[src/rtl/servo_cmd_ramp.sv]
// Servo command front end: PicoBlaze port writes set per-channel targets, currents slew at a fixed rate.
// Define SERVO_CMD_READBACK_EN to expose both current values on the port bus.
`timescale 1ns/1ps
module servo_cmd_ramp #(
    parameter int unsigned RAMP_DIV    = 50000,
    parameter int unsigned SLOT_CYCLES = 1601536,
`ifdef SERVO_CMD_READBACK_EN
    parameter logic [7:0]  CUR0_PORT   = 8'h13,
    parameter logic [7:0]  CUR1_PORT   = 8'h14,
`endif
    parameter logic [7:0]  CMD_PORT    = 8'h10,
    parameter logic [7:0]  CTRL_PORT   = 8'h11,
    parameter logic [7:0]  STATUS_PORT = 8'h12
) (
    input  logic       clk,
    input  logic       reset,
    input  logic [7:0] port_id,
    input  logic [7:0] out_port,
    input  logic       write_strobe,
    input  logic       read_strobe,
    output logic [7:0] in_port,
    output logic       servo_select,
    output logic       direction,
    output logic [5:0] speed_angle,
    output logic [1:0] busy
);

    localparam int unsigned RW = $clog2(RAMP_DIV);
    localparam int unsigned SW = $clog2(SLOT_CYCLES);
    localparam int unsigned VW = 7;

    logic [RW-1:0]        ramp_cnt;
    logic [SW-1:0]        slot_cnt;
    logic signed [VW-1:0] tgt [2];
    logic signed [VW-1:0] cur [2];
    logic signed [VW-1:0] tgt_nxt [2];
    logic signed [VW-1:0] cur_nxt [2];
    logic                 imm;
    logic                 done;

    logic                 ramp_tick;
    logic                 slot_wrap;
    logic                 cmd_wr;
    logic                 ctrl_wr;
    logic                 stop_all;
    logic                 status_rd;
    logic                 cmd_ch;
    logic [VW-1:0]        mag_ext;
    logic signed [VW-1:0] cmd_val;
    logic [1:0]           step_hit;
    logic signed [VW-1:0] sel_val;
    logic [7:0]           rd_data;

    // Next-state for targets/currents: stop-all beats a command write, which beats a ramp step
    always_comb begin
        ramp_tick = (ramp_cnt == RW'(RAMP_DIV - 1));
        slot_wrap = (slot_cnt == SW'(SLOT_CYCLES - 1));
        cmd_wr    = write_strobe && (port_id == CMD_PORT);
        ctrl_wr   = write_strobe && (port_id == CTRL_PORT);
        stop_all  = ctrl_wr && out_port[1];
        status_rd = read_strobe && (port_id == STATUS_PORT);
        cmd_ch    = out_port[7];
        mag_ext   = {1'b0, out_port[5:0]};
        cmd_val   = out_port[6] ? mag_ext : -mag_ext;
        step_hit  = 2'b00;

        for (int unsigned i = 0; i < 2; i++) begin
            tgt_nxt[i] = tgt[i];
            cur_nxt[i] = cur[i];
            if (ramp_tick && (cur[i] != tgt[i])) begin
                cur_nxt[i]  = (cur[i] < tgt[i]) ? cur[i] + 7'sd1 : cur[i] - 7'sd1;
                step_hit[i] = (cur_nxt[i] == tgt[i]);
            end
        end

        if (stop_all) begin
            for (int unsigned i = 0; i < 2; i++) begin
                tgt_nxt[i] = '0;
                cur_nxt[i] = '0;
            end
            step_hit = 2'b00;
        end else if (cmd_wr) begin
            tgt_nxt[cmd_ch] = cmd_val;
            if (imm) begin
                cur_nxt[cmd_ch]  = cmd_val;
                step_hit[cmd_ch] = 1'b0;
            end
        end

        sel_val = cur[servo_select];

        rd_data = 8'h00;
        case (port_id)
            STATUS_PORT: rd_data = {servo_select, 4'b0000, done, busy};
`ifdef SERVO_CMD_READBACK_EN
            CUR0_PORT:   rd_data = {1'b0, cur[0]};
            CUR1_PORT:   rd_data = {1'b0, cur[1]};
`endif
            default:     rd_data = 8'h00;
        endcase
    end

    // State and registered outputs
    always_ff @(posedge clk or posedge reset) begin
        if (reset) begin
            ramp_cnt     <= '0;
            slot_cnt     <= '0;
            tgt          <= '{default: '0};
            cur          <= '{default: '0};
            imm          <= 1'b0;
            done         <= 1'b0;
            in_port      <= 8'h00;
            servo_select <= 1'b0;
            direction    <= 1'b0;
            speed_angle  <= 6'd0;
            busy         <= 2'b00;
        end else begin
            ramp_cnt     <= ramp_tick ? '0 : ramp_cnt + RW'(1);
            slot_cnt     <= slot_wrap ? '0 : slot_cnt + SW'(1);
            servo_select <= servo_select ^ slot_wrap;
            tgt          <= tgt_nxt;
            cur          <= cur_nxt;
            if (ctrl_wr) begin
                imm <= out_port[0];
            end
            if (|step_hit) begin
                done <= 1'b1;
            end else if (status_rd) begin
                done <= 1'b0;
            end
            in_port     <= rd_data;
            direction   <= (sel_val > 7'sd0);
            speed_angle <= sel_val[VW-1] ? 6'(-sel_val) : sel_val[5:0];
            busy        <= {cur[1] != tgt[1], cur[0] != tgt[0]};
        end
    end

endmodule

[config.mk]
export PLATFORM = sky130hd
export DESIGN_NAME = servo_cmd_ramp
export DESIGN_NICKNAME = d
export VERILOG_FILES = /design/src/rtl/servo_cmd_ramp.sv
export SDC_FILE = /design/constraint.sdc
export NUM_CORES = 1
export LEC_CHECK = 0
export BUFFER_PORTS_ARGS = -buffer_cell sky130_fd_sc_hd__buf_2
export CAP_MARGIN = 20
export CELL_PAD_IN_SITES_DETAIL_PLACEMENT = 0
export CELL_PAD_IN_SITES_GLOBAL_PLACEMENT = 1
export CORE_MARGIN = 2
export CORE_UTILIZATION = 40
export DETAILED_ROUTE_END_ITERATION = 12
export HOLD_SLACK_MARGIN = 0.06
export PLACE_DENSITY = 0.7
export RECOVER_POWER = 100
export SLEW_MARGIN = 40
export SYNTH_ARGS = -nofsm -noshare
export SYNTH_HDL_FRONTEND = slang
export SYNTH_SLANG_ARGS = --single-unit
[constraint.sdc]
create_clock -name clk -period 3.6 [get_ports clk]
set_input_delay 0.36 -clock clk [delete_from_list [all_inputs] [get_ports clk]]
set_output_delay 0.36 -clock clk [all_outputs]
set_load 0.05 [all_outputs]
# --- After elaboration in Yosys (flattened, before gate mapping) ---
# Cells that the tools add are included.
op_classes:
  reduce_logical: 11
  n_eq_ne: 9
  order_cmp: 8
  bitwise_logic: 5
  mux: 30
  n_addsub: 8
op_table:
  columns: ["cell", "n"]
  rows:
  - ["two-way mux 14 bit", 5]
  - ["two-way mux 7 bit", 9]
  - ["bitwise mux 14 bit", 2]
  - ["equality test 8 x 5 -> 1 bit (second input constant)", 3]
  - ["adder 21 x 1 -> 21 bit (second input constant)", 1]
  - ["equality test 21 bit (second input constant)", 1]
  - ["two-way mux 21 bit", 1]
  - ["adder 16 x 1 -> 16 bit (second input constant)", 1]
  - ["equality test 16 bit (second input constant)", 1]
  - ["two-way mux 16 bit", 1]
  - ["adder 7 x 2 -> 7 bit (second input constant)", 2]
  - ["equality test 7 bit", 2]
  - ["< comparator 7 bit", 2]
  - ["inequality test 7 bit", 2]
  - ["subtractor 7 x 2 -> 7 bit (second input constant)", 2]
  - ["logical AND 1 bit", 8]
  - ["two-way mux 8 bit", 1]
  - ["demux 7 bit (select 1 bit)", 1]
  - ["> comparator 7 x 1 -> 1 bit (second input constant)", 1]
  - ["negation 6 -> 7 bit", 1]
  - ["two-way mux 2 bit", 3]
  - ["two-way mux 6 bit", 1]
  - ["negation 6 bit", 1]
  - ["two-way mux 1 bit", 5]
  - ["other kinds (11)", 14]
totals:
  output_inout_bits: 18
  register_bits: 85
  elab_cells: 84
  inputBits: 20

# --- Longest topological paths before layout ---
depth:
  ltp_word: 11
  mapped_depth: 15
  depth_no_buf: 14

# --- Worst setup path before layout ---
# Ideal clock, no wire load.
synth_path:
  path_type: "reg-to-reg"
  from: "register cur[7] in the netlist's numbering"
  to: "register cur[13] in the netlist's numbering"
  synth_period_minus_slack_ns: 3.044
  path_stages_with_launch: 15
  required_time_ns: 3.506
  setup_time_ns: 0.094
  t_arrival_ns: 2.950
  slack_ns: 0.556
  n_path_buf: 1
  path_cell_list: "dfrtp_1 > clkbuf_1 > inv_1 > ha_1 > nand3b_1 > a21oi_1 > o21a_1 > xor2_1 > ha_1 > nor4_1 > o211ai_1 > o22ai_1 > nand2_1 > xor2_1 > a211oi_1"
synth_lines:
  columns: ["element", "line", "text"]
  rows:
  - ["start: declaration", "35", "logic signed [VW-1:0] cur [2];"]
  - ["start signal: assignment", "122", "cur <= cur_nxt;"]

==> impl_metrics.toml <==
[global_route]
grt_max_degree = 59
grt_pass1_wl_um = 19000
grt_usage_pct = 18.4
grt_pass1_vias = 3701
antenna_found_initial = 0
overflow = 0

[cells_and_area]
final_common_cell = "dfrtp_1"
area_growth_pct = 12.2
fill_cells = 1172
regArea_um2 = 2030
fin_nets = 602
design_area_um2 = 5520
num_antenna_cells = 0
layout_common_cells = "dfrtp_1 (81), nor2_1 (75), xor2_1 (42)"
layout-drive-gt1-share_pct = 9.88
multiInputGateArea_um2 = 2660

[placement]
place_area_um2 = 5280
gp_congestion = 0.823
dp.final_hpwl_um = 8130
numPortBuffers = 33

[logic_synthesis]
avgSynthCellArea_um2 = 9.28
yosys_warnings = 0
yosysSeqAreaShare_pct = 41.2
netlist_instances = 530
synthArstFlopShare_pct = 100
synth_edf_count = 0
synthFlopType = "dfrtp_1"
synth_seq_cells = 81
syn_area_um2 = 4920
synth.distinct_cells = 60

[floorplan]
io_pins = 38
die_w_um = 115
rows = 40
initial_utilization_pct = 41.0
die_area_um2 = 13200
coreArea_um2 = 12000
die_h_um = 115

[sta]
maxSlewViolCount = 67
timing.fmax_ghz = 0.316
fin_crit_ps = 3160
hold_viol_final = 0
tightest_slew_ps = 2540
relSlewSlack_pct = -70.0
setup_tns_ps = 0
grt_setup_unrepaired = "no"
clock_skew_ps = 7.51
fin_crit_sh_pct = 87.9
setup_viol = 0

[job]
drv_cap = 2

[clock_network]
cts_tree = "yes"
ctsHoldBuffers = 0
clockBufferDepth = 2
cts-root-buf = "clkbuf_16"
htreeDepth = 3
cts.sinks = 81
insertion_delay_ps = 350
cts_buffers = 9
clk_pin_slew_ps = 60

[setup_path]
worstRegToRegCells = 12
crit_end = "cur[13]"
reg2reg_slack_ps = 440
worstSetupPathType = "reg -> reg"
critical_path_cell_count = 12
cp_slowest_cell = "dfrtp_1"
r2r_start = "cur[13]"
worstSetupStartpointType = "flip-flop"
crit_buf_inv = 0
cp_max_fo = 5
crit_arrival_ps = 3420
worst-endpoint-required_ps = 3860
worstPathCellList = "ha_1 -> nor2b_1 -> nand4b_1 -> o21a_1 -> xor2_1 -> ha_1 -> nor4_2 -> o211ai_1 -> o22ai_1 -> nand2_1 -> xor2_1 -> a211oi_1"
cpPeakStageDelay_ps = 430
startpoint = "cur[13]"
r2r_end = "cur[13]"
cp-end-kind = "flip-flop"
path_delay_family = "compound AO/OA/AOI/OAI gates"

[min_path]
hold_class = "in -> reg"

[power_and_ir_drop]
power_density_nw_per_um2 = 410
p_leak_nw = 2.43
peakVddDrop_v = 0.000168

[route]
vias = 3754
drc_errors = 0
wirelength_um = 11100
final_antenna_net_count = 0
first_pass_iters = 4
wl_per_cell_um = 15.6
drtIter0Drc = 325
vias_per_cell = 5.26

[status]
outcome = "complete, but fails checks"
violations = "capacitance limit, slew limit"
-- metrics by stage --
step,hold slack (ps),worst slack [ps],instances,power (mW),utilization (%)
floorplan,425,556,533,1.25,-
global placement,442,469,698,1.34,43.9
detailed placement,446,472,698,1.34,43.9
CTS,64.1,418,714,2.30,46.4
global route,346,63.3,714,2.37,45.9
finish,308,436,714,2.26,45.9
-- sequential cells by signal (all words and copies together) (netlist names) --
name,flops
tgt,14
direction,1
speed_angle,6
in_port,4
imm,1
done,1
cur,14
busy,2
slot_cnt,21
ramp_cnt,16
servo_select,1
-- kinds of logic (layout without fill, tap and decap cells) --
family	count (synthesis)	count (layout)	synth area share, %
compound gates	65	65	8.83
xor+xnor	75	75	13.4
fa+ha+maj	20	20	5.09
buf+inv	56	90	4.83
flops	81	81	41.2
mux	24	24	4.91
other cells	1	4	0.0762
simple gates	208	208	21.7
-- timing repair --
action	CTS	global route
endpoints found under the hold margin	0	0
resized for setup	0	1
endpoints found under the setup margin	0	1
buffers inserted	0	0
-- tightest hold or removal path: stages --
cell and delay (ps):
buf_2 70, nand2_1 50, nand2_1 70, nand3_1 50
-- area by class of cell --
type	count	share of cell area (%)
clock inverter	7	1.38
tap	147	3.33
multi-input combinational	396	48.2
clock buffer	9	4.08
sequential	81	36.7
timing repair buffer	49	4.54
inverter	25	1.72
-- synth_stat cells (2+ instances only) --
library cell | instances | share of area, %
or2_2 | 2 | 0.25
nor3_1 | 10 | 1.0
o21ai_0 | 14 | 1.4
and2_1 | 6 | 0.76
or3_1 | 3 | 0.38
mux2i_1 | 23 | 4.7
a211oi_1 | 16 | 2.4
o21a_1 | 2 | 0.31
buf_1 | 2 | 0.15
nand2_1 | 32 | 2.4
nand4b_1 | 3 | 0.53
nor4bb_1 | 3 | 0.61
buf_2 | 4 | 0.41
ha_1 | 20 | 5.1
nor4_1 | 3 | 0.38
dfrtp_1 | 81 | 41
nand4_1 | 12 | 1.5
nand3b_1 | 2 | 0.31
a22o_1 | 2 | 0.36
and3_1 | 11 | 1.4
inv_1 | 25 | 1.9
nor3b_1 | 2 | 0.31
clkbuf_1 | 20 | 1.5
nor2_1 | 74 | 5.6
buf_4 | 4 | 0.61
nand3_1 | 26 | 2.6
a21oi_1 | 10 | 1.0
a31oi_1 | 7 | 0.89
nor2b_1 | 6 | 0.76
xnor2_1 | 33 | 5.9
xor2_1 | 42 | 7.5
a21o_1 | 2 | 0.31
-- where the power goes --
part	switching (mW)	leakage, nW	total [mW]	internal, mW
clock network	0.401	0.142	0.943	0.542
logic	0.237	1.31	0.372	0.134
registers	0.0164	0.983	0.948	0.931
total	0.654	2.43	2.26	1.61
-- layer usage --
layer / track usage (%) / routed length [um] / vias to the layer above
li1: - / - / 1888
met1: 27.1 / 5730 / 1767
met2: 26.2 / 4610 / 79
met3: 3.00 / 439 / 20
met4: 9.08 / 344 / 0
met5: 0 / 0 / -
-- how the worst min path moves through the flow --
| stage | startpoint | end | slack, ps | cells past startpoint |
|---|---|---|---|---|
| 2_1_floorplan | ramp_cnt[0] | ramp_cnt[0] | 430 | 1 |
| 3_3_place_gp | ramp_cnt[0] | ramp_cnt[0] | 440 | 1 |
| 3_5_place_dp | reset | speed_angle[0] | 450 | 2 |
| 4_1_cts | reset | slot_cnt[5] | 60 | 2 |
| 5_1_grt | read_strobe | done | 350 | 4 |
| 6_report | read_strobe | done | 310 | 4 |
No activity file was read; power rests on OpenSTA's default activity.
